### config.mk
export PLATFORM = sky130hd
export DESIGN_NAME = mips_multicycle_control
export DESIGN_NICKNAME = d
export VERILOG_FILES = /design/src/rtl/mips_pkg.sv /design/src/rtl/alu_decoder.sv /design/src/rtl/mips_multicycle_control.sv
export SDC_FILE = /design/constraint.sdc
export NUM_CORES = 1
export LEC_CHECK = 0
export CAP_MARGIN = 20
export CORE_ASPECT_RATIO = 0.6
export CORE_MARGIN = 3
export CORE_UTILIZATION = 25
export CTS_BUF_LIST = sky130_fd_sc_hd__clkbuf_16
export CTS_CLUSTER_SIZE = 14
export DETAILED_ROUTE_END_ITERATION = 12
export HOLD_SLACK_MARGIN = 0.12
export PLACE_DENSITY_LB_ADDON = 0.25
export SLEW_MARGIN = 30
export SYNTH_ARGS = -nofsm -noshare
export SYNTH_HDL_FRONTEND = slang
export SYNTH_SLANG_ARGS = --single-unit
### constraint.sdc
create_clock -name clk -period 3.4 [get_ports clk]
set_input_delay 0.68 -clock clk [delete_from_list [all_inputs] [get_ports clk]]
set_output_delay 0.68 -clock clk [all_outputs]
set_load 0.1 [all_outputs]
### src/rtl/mips_pkg.sv
// Shared constants for the multicycle MIPS control path: ALU codes, opcodes, functs, FSM states.
package mips_pkg;

    localparam logic [3:0] AluAnd = 4'b0000;
    localparam logic [3:0] AluAdd = 4'b0010;
    localparam logic [3:0] AluSub = 4'b0110;
    localparam logic [3:0] AluSlt = 4'b0111;
    localparam logic [3:0] AluNor = 4'b1100;
    localparam logic [3:0] AluSll = 4'b1110;

    localparam logic [5:0] OpRtype = 6'h00;
    localparam logic [5:0] OpJ     = 6'h02;
    localparam logic [5:0] OpBeq   = 6'h04;
    localparam logic [5:0] OpAddi  = 6'h08;
    localparam logic [5:0] OpLw    = 6'h23;
    localparam logic [5:0] OpSw    = 6'h2B;

    localparam logic [5:0] FnSll = 6'h00;
    localparam logic [5:0] FnAdd = 6'h20;
    localparam logic [5:0] FnSub = 6'h22;
    localparam logic [5:0] FnAnd = 6'h24;
    localparam logic [5:0] FnNor = 6'h27;
    localparam logic [5:0] FnSlt = 6'h2A;

    typedef enum logic [3:0] {
        StFetch, StDecode, StMemAdr, StMemRd, StMemWb, StMemWr,
        StExec, StRwb, StBranch, StAddiEx, StAddiWb, StJump
    } state_e;

endpackage

### src/rtl/alu_decoder.sv
// R-type funct to ALU control decode; unsupported functs fall back to add and flag invalid.
module alu_decoder
    import mips_pkg::*;
(
    input  logic [5:0] funct_i,
    output logic [3:0] alu_ctrl_o,
    output logic       funct_valid_o
);

    always_comb begin
        alu_ctrl_o    = AluAdd;
        funct_valid_o = 1'b1;
        unique case (funct_i)
            FnAdd:   alu_ctrl_o = AluAdd;
            FnSub:   alu_ctrl_o = AluSub;
            FnAnd:   alu_ctrl_o = AluAnd;
            FnNor:   alu_ctrl_o = AluNor;
            FnSlt:   alu_ctrl_o = AluSlt;
            FnSll:   alu_ctrl_o = AluSll;
            default: funct_valid_o = 1'b0;
        endcase
    end

endmodule

### src/rtl/mips_multicycle_control.sv
// Multicycle MIPS control FSM: Moore datapath controls, ALU code generation and a retire counter.
module mips_multicycle_control
    import mips_pkg::*;
#(
    parameter int unsigned CNT_W = 32
) (
    input  logic             clk,
    input  logic             reset,
    input  logic [5:0]       opcode,
    input  logic [5:0]       funct,
    input  logic             zero,
    output logic [3:0]       ALUControl,
    output logic             alu_src_a,
    output logic [1:0]       alu_src_b,
    output logic             iord,
    output logic             mem_read,
    output logic             mem_write,
    output logic             ir_write,
    output logic             reg_dst,
    output logic             mem_to_reg,
    output logic             reg_write,
    output logic [1:0]       pc_source,
    output logic             pc_write,
    output logic             illegal,
    output logic [CNT_W-1:0] instr_count
);

    state_e           state_q, state_d;
    logic [CNT_W-1:0] instr_count_q, instr_count_d;
    logic [3:0]       rtype_alu;
    logic             funct_valid;

    alu_decoder u_alu_decoder (
        .funct_i       (funct),
        .alu_ctrl_o    (rtype_alu),
        .funct_valid_o (funct_valid)
    );

    always_ff @(posedge clk) begin
        if (reset) begin
            state_q       <= StFetch;
            instr_count_q <= '0;
        end else begin
            state_q       <= state_d;
            instr_count_q <= instr_count_d;
        end
    end

    always_comb begin
        state_d       = state_q;
        instr_count_d = instr_count_q;
        ALUControl    = AluAnd;
        alu_src_a     = 1'b0;
        alu_src_b     = 2'd0;
        iord          = 1'b0;
        mem_read      = 1'b0;
        mem_write     = 1'b0;
        ir_write      = 1'b0;
        reg_dst       = 1'b0;
        mem_to_reg    = 1'b0;
        reg_write     = 1'b0;
        pc_source     = 2'd0;
        pc_write      = 1'b0;
        illegal       = 1'b0;
        // Reset forces every output low; the state register handles the return to fetch.
        if (!reset) begin
            unique case (state_q)
                StFetch: begin
                    mem_read   = 1'b1;
                    ir_write   = 1'b1;
                    alu_src_b  = 2'd1;
                    ALUControl = AluAdd;
                    pc_write   = 1'b1;
                    state_d    = StDecode;
                end
                StDecode: begin
                    alu_src_b  = 2'd3;
                    ALUControl = AluAdd;
                    unique case (opcode)
                        OpRtype:     state_d = StExec;
                        OpLw, OpSw:  state_d = StMemAdr;
                        OpBeq:       state_d = StBranch;
                        OpAddi:      state_d = StAddiEx;
                        OpJ:         state_d = StJump;
                        default: begin
                            illegal = 1'b1;
                            state_d = StFetch;
                        end
                    endcase
                end
                StMemAdr: begin
                    alu_src_a  = 1'b1;
                    alu_src_b  = 2'd2;
                    ALUControl = AluAdd;
                    state_d    = (opcode == OpLw) ? StMemRd : StMemWr;
                end
                StMemRd: begin
                    mem_read = 1'b1;
                    iord     = 1'b1;
                    state_d  = StMemWb;
                end
                StMemWb: begin
                    reg_write     = 1'b1;
                    mem_to_reg    = 1'b1;
                    instr_count_d = instr_count_q + CNT_W'(1);
                    state_d       = StFetch;
                end
                StMemWr: begin
                    mem_write     = 1'b1;
                    iord          = 1'b1;
                    instr_count_d = instr_count_q + CNT_W'(1);
                    state_d       = StFetch;
                end
                StExec: begin
                    alu_src_a  = 1'b1;
                    ALUControl = rtype_alu;
                    illegal    = ~funct_valid;
                    state_d    = funct_valid ? StRwb : StFetch;
                end
                StRwb: begin
                    reg_write     = 1'b1;
                    reg_dst       = 1'b1;
                    instr_count_d = instr_count_q + CNT_W'(1);
                    state_d       = StFetch;
                end
                StBranch: begin
                    alu_src_a     = 1'b1;
                    ALUControl    = AluSub;
                    pc_source     = 2'd1;
                    pc_write      = zero;
                    instr_count_d = instr_count_q + CNT_W'(1);
                    state_d       = StFetch;
                end
                StAddiEx: begin
                    alu_src_a  = 1'b1;
                    alu_src_b  = 2'd2;
                    ALUControl = AluAdd;
                    state_d    = StAddiWb;
                end
                StAddiWb: begin
                    reg_write     = 1'b1;
                    instr_count_d = instr_count_q + CNT_W'(1);
                    state_d       = StFetch;
                end
                StJump: begin
                    pc_source     = 2'd2;
                    pc_write      = 1'b1;
                    instr_count_d = instr_count_q + CNT_W'(1);
                    state_d       = StFetch;
                end
                default: state_d = StFetch;
            endcase
        end
    end

    assign instr_count = instr_count_q;

endmodule
==> impl_metrics.env, run 1 <==
export IMPL_n_fill_cell=841
export IMPL_maxSlewHeadroom_pct=54.4
export IMPL_synth_edf_count=0
export IMPL_worstPathMaxFanout=6
export IMPL_fin_tns_setup_ps=0
export IMPL_drtPass1Iterations=4
export IMPL_synth_avg_cell_area_sq_um=7.62
export IMPL_min_path_type="reg2reg"
export IMPL_crit_type="in2out"
export IMPL_cts_sinks=36
export IMPL_die_w_microns=126
export IMPL_power_frac_comb_pct=13.6
export IMPL_r2r_start="instr_count[0]$_SDFFE_PP0P_"
export IMPL_die_y_microns=78.0
export IMPL_path_delay_family="buffers and inverters"
export IMPL_detail_route_vias_per_cell=5.06
export IMPL_ys_ff_latch=36
export IMPL_p_int_uw=731
export IMPL_yosysWarningCount=0
export IMPL_cp_arrival_ps=2410
export IMPL_status="finished, final reports clean"
export IMPL_post_route_period_util_pct=90.8
export IMPL_ant_nets=0
export IMPL_port_buffer_count=64
export IMPL_hpwl_microns=5010
export IMPL_synth_ff_type="dfxtp_1"
export IMPL_power_frac_seq_pct=43.2
export IMPL_ir_drop_v=0.000164
export IMPL_ys_async_sr_fraction_pct=0
export IMPL_grt_pass1_wl_microns=10900
export IMPL_nNetsFinal=359
export IMPL_diodes=0
export IMPL_clk_pin_slew_worst_paths_ps=50
export IMPL_finalCriticalPeriod_ps=3090
export IMPL_p_per_area_nw_per_um2=326
export IMPL_place_area_sq_um=2920
export IMPL_track_usage_pct=13.6
export IMPL_multi_input_area_sq_um=1420
export IMPL_maxCapViolations=0
export IMPL_crit_chain="clkdlybuf4s50_1 -> or4_1 -> a211o_1 -> nand3_1 -> o31ai_2 -> buf_12"
export IMPL_hold_start="instr_count[31]$_SDFFE_PP0P_"
export IMPL_fin_skew_ps=4.84
export IMPL_clk_latency_ps=280
export IMPL_p_clk_share_pct=43.2
export IMPL_layout_cells_most_common="buf_4"
export IMPL_cts_root_buffer="clkbuf_16"
export IMPL_design_area_sq_um=3060
export IMPL_final_layout_size_suffix_gt1_share_pct=21.8
export IMPL_cts_resized=0
export IMPL_gr_total_overflow=0
export IMPL_core_sq_um=8130
export IMPL_seq_area_sq_um=721
export IMPL_worst_path_buf_inv=2
export IMPL_slowest_delay_ps=550
export IMPL_ys_seq_area_share_pct=33.4
export IMPL_grt_pass1_vias=2077
export IMPL_final_max_slew_viol_count=0
export IMPL_clockBufferDepth=2
export IMPL_syn_cell_area_sq_um=2160
export IMPL_cts_setup_buffers=0
export IMPL_vias=2288
export IMPL_drc=0
export IMPL_area_growth_pct=41.6
export IMPL_gp_congestion=0.814
export IMPL_numCtsBuffers=5
export IMPL_cp_end_kind="output port"
export IMPL_routed_wl_microns=6590
export IMPL_rows=25
export IMPL_setup_viol=0
export IMPL_cts_tree="done"
export IMPL_htreeDepth=2
export IMPL_syn_nets=299
export IMPL_required_ps=2720
export IMPL_leakage_uw=0.00105
export IMPL_layout_common_cells="buf_4 (47), dfxtp_1 (36), nor2_1 (34)"
export IMPL_rsz0062_at_grt="no"
export IMPL_p_sw_uw=266
export IMPL_drt_wirelength_per_cell_microns=14.6
export IMPL_initial_utilization_pct=26.5
export IMPL_cpMaxStageDelayCell="or4_1"
export IMPL_hold_violations=0
export IMPL_startpoint_type="input pin"
export IMPL_dieArea_sq_um=9820
export IMPL_grt_max_degree=36
export IMPL_antenna_found_initial=0
export IMPL_sw_frac_of_total_pct=26.7
export IMPL_synth_cell_types=46
export IMPL_io_pins=65
export IMPL_worst_pin_slew_ps=682
export IMPL_max_freq_mhz=324
export IMPL_hold_slack_ps=497
export IMPL_drt_iter0_markers=194
export IMPL_postSynthCellCount=283
export IMPL_ctsHoldBuffers=0
export IMPL_cp_startpoint="opcode[1]"
tightest hold or removal path: cells and delay by family (launching register included):
family | cells | cell delay [ps]
AO/OA/AOI/OAI | 2 | 130
flip-flops | 1 | 320
sequential cells by signal, summed over array words and instances, names as in the netlist:
| name | cells |
|---|---|
| instr_count | 32 |
| state_q | 4 |
cell families after synthesis:
kind of cell,synth area share [%]
buffers and inverters,3.94
xor gates and xnor gates,9.34
adders and majority gates,0.580
and+or+nand+nor,37.1
AOI/OAI and AO/OA,15.2
muxes,0.464
DFF,33.4
stage by stage:
step | total power (uW) | worst slack (ps) | cells | utilization [%]
floorplan | 526 | -1300 | 283 | -
global placement | 574 | 336 | 444 | 35.9
detailed placement | 575 | 317 | 444 | 35.9
CTS | 1010 | 317 | 452 | 37.6
global route | 1030 | 241 | 452 | 37.6
finish | 997 | 313 | 452 | 37.6
path summary, 6_finish.rpt:
kind                                                endpoint  slack (ps)  cells past startpoint
worst min register to register  instr_count[31]$_SDFFE_PP0P_         500                      2
worst max-delay path                                 illegal         310                      6
worst max register to register  instr_count[24]$_SDFFE_PP0P_         920                      6
worst min-delay path            instr_count[31]$_SDFFE_PP0P_         500                      2
power by group through the flow:
stage / registers (uW) / logic, uW / clock network [uW]
after floorplan: 436 / 89.7 / 0
final: 430 / 136 / 431
after detailed placement: 439 / 135 / 0
after global placement: 439 / 135 / 0
after CTS: 430 / 136 / 447
after global routing: 431 / 144 / 460
synthesized netlist by cell type, types with 3 or more instances:
library cell   n  area (sq um)
dfxtp_1       36           721
a211oi_1       3          22.5
o21ai_0       15          75.1
nand2b_1       6          37.5
nor2b_1        6          37.5
clkbuf_1      11          41.3
and3_1         7          43.8
nand4_1       12          75.1
nor3_1         9          45.0
nor4_1        17           106
and2_1         3          18.8
inv_1          5          18.8
xnor2_1       13           114
or3_1         11          68.8
nand3_1       11          55.1
a21oi_1       16          80.1
nand2_1       21          78.8
nor2_1        34           128
xor2_1        10          87.6
o31ai_1        3          22.5
layer usage:
metal	track usage, %	vias up	routed length, microns
met1	21.3	1070	3620
met5	0	-	0
met2	17.8	50	2570
met4	3.53	0	65
met3	3.85	7	341
li1	-	1161	-
cell type report:
class	count	area share [%]
repair buffers	68	20.6
inverters	5	0.614
well taps	108	4.42
clock inverters	3	0.369
flip-flops and latches	36	23.6
multi-input cells	227	46.4
clock buffers	5	4.10
Power figures use the tool's default switching activity.
==> inputs of run 2 (changes only) <==
SYNTH_HIERARCHICAL = 1   (was default)
==> run 2 against run 1 <==
Worst hold slack worse by 1.4 ps. Total power grew 11%. Wire length up 6.1%. Clock power rose by 21%. First-iteration DRC count is 9.3% higher. Critical endpoint unchanged. Combinational power up 16%. Global-route usage rose by 0.57 points. Fmax decreased by 2.6%. Register-to-register slack is essentially flat. Via count up 3.1%. Sequential power about the same. Die area grew 3.6%. Highest routed layer unchanged.
==> impl_metrics.env, run 2 <==
export IMPL_hpwl_microns=5360
export IMPL_worstPathMaxFanout=8
export IMPL_ys_async_sr_fraction_pct=0
export IMPL_detail_route_vias_per_cell=5.11
export IMPL_place_area_sq_um=3110
export IMPL_drt_iter0_markers=212
export IMPL_fin_util_pct=37.9
export IMPL_yosys_top_cells_count="nor2_1 (37), dfxtp_1 (36), nand2_1 (21), a21oi_1 (19), nand3_1 (17)"
export IMPL_yosysWarningCount=6
export IMPL_drc=0
export IMPL_final_layout_size_suffix_gt1_share_pct=22.6
export IMPL_cp_arrival_ps=2490
export IMPL_synth_avg_cell_area_sq_um=7.81
export IMPL_cts_root_buffer="clkbuf_16"
export IMPL_track_usage_pct=14.2
export IMPL_cts_tree="done"
export IMPL_worst_path_buf_inv=2
export IMPL_fin_skew_ps=3.76
export IMPL_hold_violations=0
export IMPL_clk_latency_ps=280
export IMPL_gr_total_overflow=0
export IMPL_initial_utilization_pct=26.0
export IMPL_syn_cell_area_sq_um=2240
export IMPL_n_fill_cell=881
export IMPL_diodes=0
export IMPL_worst_pin_slew_ps=674
export IMPL_postSynthCellCount=287
export IMPL_status="finished, final reports clean"
export IMPL_grt_pass1_vias=2106
export IMPL_die_w_microns=128
export IMPL_dieArea_sq_um=10200
export IMPL_die_y_microns=79.3
export IMPL_power_frac_seq_pct=38.6
export IMPL_routed_wl_microns=6990
export IMPL_grt_pass1_wl_microns=11400
export IMPL_htreeDepth=2
export IMPL_cpMaxStageDelayCell="or4_1"
export IMPL_max_freq_mhz=315
export IMPL_setup_viol=0
export IMPL_required_ps=2720
export IMPL_synth_largest_area_cell="dfxtp_1"
export IMPL_slowest_delay_ps=560
export IMPL_yosys_top_cells_area="dfxtp_1 (32%), nor2_1 (6.2%), xnor2_1 (4.7%)"
export IMPL_port_buffer_count=64
export IMPL_clk_pin_slew_worst_paths_ps=50
export IMPL_path_delay_family="buffers and inverters"
export IMPL_post_route_period_util_pct=93.3
export IMPL_final_max_slew_viol_count=0
export IMPL_maxSlewHeadroom_pct=55.0
export IMPL_synth_cell_types=54
export IMPL_gp_congestion=0.834
export IMPL_startpoint_type="input pin"
export IMPL_drtPass1Iterations=4
export IMPL_leakage_uw=0.00114
export IMPL_antenna_found_initial=0
export IMPL_ir_drop_v=0.000150
export IMPL_synth_most_common_cell="nor2_1"
export IMPL_ys_seq_area_share_pct=32.2
export IMPL_drt_wirelength_per_cell_microns=15.1
export IMPL_nNetsFinal=365
export IMPL_fin_cells=462
export IMPL_cts_sinks=36
export IMPL_largest_reg_flops=32
export IMPL_syn_nets=303
export IMPL_crit_type="in2out"
export IMPL_ant_nets=0
export IMPL_rsz0062_at_grt="no"
export IMPL_numCtsBuffers=5
export IMPL_finalCriticalPeriod_ps=3170
export IMPL_cts_setup_buffers=0
export IMPL_min_path_type="reg2reg"
export IMPL_maxCapViolations=0
export IMPL_ctsHoldBuffers=0
export IMPL_cts_resized=0
export IMPL_power_frac_comb_pct=14.2
export IMPL_vias=2359
export IMPL_design_area_sq_um=3270
export IMPL_synth_ff_type="dfxtp_1"
export IMPL_rows=26
export IMPL_core_sq_um=8620
export IMPL_synth_edf_count=0
export IMPL_p_int_uw=823
export IMPL_io_pins=65
export IMPL_p_clk_share_pct=47.1
export IMPL_p_per_area_nw_per_um2=340
export IMPL_grt_max_degree=35
export IMPL_place_ws_ps=247
export IMPL_layout_common_cells="nor2_1 (36), dfxtp_1 (36), buf_4 (35)"
export IMPL_p_sw_uw=287
export IMPL_dp_cells=454
export IMPL_sw_frac_of_total_pct=25.8
export IMPL_synth_top_cell_area_share_pct=32.2
export IMPL_clockBufferDepth=2
export IMPL_cp_end_kind="output port"
export IMPL_setup_slack_ps=229
export IMPL_ys_ff_latch=36
export IMPL_area_growth_pct=45.9
export IMPL_crit_chain="clkdlybuf4s50_1 -> or4_1 -> a31oi_1 -> o21ai_1 -> buf_12"
run 2: cell count changes in the layout (fill, tap and decap cells not counted), moves of 4 or more:
cell	previous run	this run
nor2b_1	6	1
and3_1	7	1
or4_1	2	6
o21ai_0	15	11
buf_4	47	35
buf_12	7	18
nand3_1	11	17
nor4_1	15	6
nor3_1	5	11
run 2: logic make-up after synthesis:
group,count (synthesis),share of synthesized area [%]
muxes,1,0.447
adders and majority gates,1,0.558
AOI/OAI and AO/OA,58,16.9
buffers and inverters,17,3.85
xor gates and xnor gates,21,8.21
and+or+nand+nor,153,37.9
DFF,36,32.2
run 2: layout make-up:
class | instances | area [sq um] | area share [%]
Sequential cell | 36 | 721 | 22.0
Inverter | 5 | 18.8 | 0.574
Tap cell | 112 | 140 | 4.29
Clock inverter | 3 | 38.8 | 1.19
Multi-Input combinational cell | 234 | 1460 | 44.7
Timing Repair Buffer | 67 | 763 | 23.3
Clock buffer | 5 | 125 | 3.83
run 2: power groups by stage:
| stage | clock [uW] | combinational (uW) | sequential, uW |
|---|---|---|---|
| 3_5_place_dp | 0 | 158 | 438 |
| 6_report | 523 | 158 | 429 |
| 4_1_cts | 538 | 158 | 428 |
| 5_1_grt | 556 | 167 | 429 |
| 3_3_place_gp | 0 | 158 | 438 |
| 2_1_floorplan | 0 | 96.1 | 436 |
run 2: final timing paths:
path / startpoint / cells past startpoint / end / slack (ps)
min: instr_count[31]$_SDFFE_PP0P_ / 2 / instr_count[31]$_SDFFE_PP0P_ / 500
max reg2reg: state_q[2]$_SDFF_PP0_ / 5 / instr_count[16]$_SDFFE_PP0P_ / 930
min reg2reg: instr_count[31]$_SDFFE_PP0P_ / 2 / instr_count[31]$_SDFFE_PP0P_ / 500
max: funct[1] / 5 / illegal / 230
run 2: stage by stage:
step | total power, uW | setup TNS [ps] | hold WS [ps]
2_1_floorplan | 532 | -1290 | 686
3_3_place_gp | 595 | 0 | 471
3_5_place_dp | 595 | 0 | 492
4_1_cts | 1120 | 0 | 500
5_1_grt | 1150 | 0 | 543
6_report | 1110 | 0 | 495
run 2: worst register-to-register path, stage by stage, from the launching register on:
cell and delay [ps]:
dfxtp_1 520, nand2b_1 440, o22ai_4 440, nand3_1 310, or4_1 560, a21oi_1 150
run 2: metal layers:
| layer | vias up | GRT usage [%] | part of all wire (%) |
|---|---|---|---|
| met5 | - | 0 | 0 |
| met4 | 0 | 3.50 | 0.92 |
| met3 | 8 | 3.76 | 5.8 |
| met2 | 56 | 16.7 | 37 |
| met1 | 1101 | 23.8 | 56 |
| li1 | 1194 | - | - |
==> inputs of run 3 (changes only) <==
ABC_AREA = 1   (was default)
==> run 3 against run 2 <==
Sequential share of layout area is 1.3 points lower. Global-route usage rose by 0.40 points. Worst hold slack got worse by 13 ps. Die area rose by 7.9%. Fmax grew 14%. Flip-flop and latch count unchanged. Clock skew is 0.86 ps higher. Critical endpoint is now ALUControl[1].
==> impl_metrics.env, run 3 <==
export IMPL_postSynthCellCount=405
export IMPL_dieArea_sq_um=11000
export IMPL_synth_avg_cell_area_sq_um=6.00
export IMPL_port_buffer_count=64
export IMPL_drc=0
export IMPL_maxCapViolations=0
export IMPL_finalCriticalPeriod_ps=2790
export IMPL_cts_tree="done"
export IMPL_routed_wl_microns=7740
export IMPL_drtPass1Iterations=4
export IMPL_p_per_area_nw_per_um2=319
export IMPL_power_frac_seq_pct=38.4
export IMPL_cts_setup_buffers=0
export IMPL_drt_wirelength_per_cell_microns=12.8
export IMPL_ant_nets=0
export IMPL_vias=2711
export IMPL_fin_util_pct=37.3
export IMPL_synth_edf_count=0
export IMPL_nNetsFinal=487
export IMPL_synth_most_common_cell="nand2_1"
export IMPL_cts_resized=0
export IMPL_clk_pin_slew_worst_paths_ps=60
export IMPL_detail_route_vias_per_cell=4.50
export IMPL_syn_nets=421
export IMPL_setup_slack_ps=615
export IMPL_area_growth_pct=43.3
export IMPL_n_fill_cell=1016
export IMPL_ys_async_sr_fraction_pct=0
export IMPL_p_int_uw=821
export IMPL_setup_viol=0
export IMPL_clockBufferDepth=2
export IMPL_hold_violations=0
export IMPL_maxSlewHeadroom_pct=74.1
export IMPL_p_clk_share_pct=47.2
export IMPL_largest_reg_flops=32
export IMPL_synth_cell_types=31
export IMPL_grt_pass1_wl_microns=12700
export IMPL_cp_arrival_ps=2110
export IMPL_drt_iter0_markers=208
export IMPL_ctsHoldBuffers=0
export IMPL_synth_ff_type="dfxtp_1"
export IMPL_rows=27
export IMPL_fin_skew_ps=4.62
export IMPL_syn_cell_area_sq_um=2430
export IMPL_initial_utilization_pct=26.0
export IMPL_leakage_uw=0.00145
export IMPL_die_w_microns=133
export IMPL_htreeDepth=2
export IMPL_rrSetupSlack_ps=1580
export IMPL_rsz0062_at_grt="no"
export IMPL_grt_max_degree=36
export IMPL_gr_total_overflow=0
export IMPL_cts_sinks=36
export IMPL_final_layout_size_suffix_gt1_share_pct=19.1
export IMPL_track_usage_pct=14.6
export IMPL_post_route_period_util_pct=81.9
export IMPL_cts_root_buffer="clkbuf_16"
export IMPL_diodes=0
export IMPL_ys_seq_area_share_pct=29.7
export IMPL_layout_common_cells="nand2_1 (102), nor2_1 (77), inv_1 (55)"
export IMPL_worst_pin_slew_ps=387
export IMPL_power_frac_comb_pct=14.4
export IMPL_status="finished, final reports clean"
export IMPL_seq_area_sq_um=721
export IMPL_startpoint_type="input pin"
export IMPL_ir_drop_v=0.000162
export IMPL_place_ws_ps=617
export IMPL_max_freq_mhz=359
export IMPL_clk_latency_ps=280
export IMPL_worstPathMaxFanout=3
export IMPL_antenna_found_initial=0
export IMPL_yosysWarningCount=6
export IMPL_yosys_top_cells_area="dfxtp_1 (30%), nand2_1 (16%), nor2_1 (12%)"
export IMPL_die_y_microns=82.3
export IMPL_yosys_top_cells_count="nand2_1 (102), nor2_1 (77), inv_1 (55), dfxtp_1 (36), nand3_1 (24)"
export IMPL_ys_ff_latch=36
export IMPL_required_ps=2720
export IMPL_io_pins=65
export IMPL_cp_end_kind="output port"
export IMPL_p_sw_uw=288
export IMPL_hpwl_microns=6190
export IMPL_synth_largest_area_cell="dfxtp_1"
export IMPL_core_sq_um=9320
export IMPL_min_path_type="reg2reg"
export IMPL_crit_type="in2out"
export IMPL_layout_cells_most_common="nand2_1"
export IMPL_numCtsBuffers=5
export IMPL_grt_pass1_vias=2451
export IMPL_gp_congestion=0.891
export IMPL_fin_tns_setup_ps=0
export IMPL_sw_frac_of_total_pct=26.0
export IMPL_final_max_slew_viol_count=0
export IMPL_multi_input_area_sq_um=1450
export IMPL_synth_top_cell_area_share_pct=29.7
run 3: layout make-up:
class | instances | area share (%)
clock buffers | 5 | 3.60
clock inverters | 3 | 1.08
inverters | 60 | 6.47
multi-input cells | 301 | 41.5
flip-flops and latches | 36 | 20.7
well taps | 130 | 4.67
repair buffers | 67 | 21.9
run 3: cell families (layout without fill, tap and decap cells):
family	after synthesis	in the layout	synth area share, %
xor gates and xnor gates	4	4	1.44
AOI/OAI and AO/OA	41	41	9.22
adders and majority gates	1	1	0.515
buffers and inverters	68	135	11.0
and+or+nand+nor	255	255	48.1
DFF	36	36	29.7
run 3: final timing paths:
kind,start,cells past startpoint,to
setup / recovery,funct[4],8,ALUControl[1]
hold / removal,instr_count[8]$_SDFFE_PP0P_,2,instr_count[8]$_SDFFE_PP0P_
setup reg to reg,state_q[1]$_SDFF_PP0_,9,instr_count[15]$_SDFFE_PP0P_
hold reg to reg,instr_count[8]$_SDFFE_PP0P_,2,instr_count[8]$_SDFFE_PP0P_
run 3: power by group through the flow:
stage,sequential (uW),clock (uW),combinational [uW]
floorplan,438,0,92.5
global placement,435,0,160
detailed placement,435,0,161
finish,426,523,160
global route,426,561,169
CTS,425,536,161
run 3: metrics by stage:
step / total power [uW] / instance area [sq um] / cells / hold slack (ps)
final: 1110 / 3480 / 602 / 482
after global routing: 1160 / 3480 / 602 / 532
after CTS: 1120 / 3480 / 602 / 487
after detailed placement: 595 / 3320 / 594 / 478
after global placement: 595 / 3320 / 594 / 470
after floorplan: 530 / 2430 / 405 / 564
run 3: critical path, cell delays in order:
cell,delay [ps]
clkdlybuf4s50_1,570
inv_2,50
nand2_1,80
nor2_2,50
nand2_2,70
nand2_1,70
a41oi_1,320
buf_12,220
run 3: per-layer routing:
metal	GRT usage, %	vias up	routed length (microns)
li1	-	1423	-
met1	22.9	1238	4330
met2	20.6	48	3140
met3	2.85	2	247
met4	2.16	0	14
met5	0	-	0
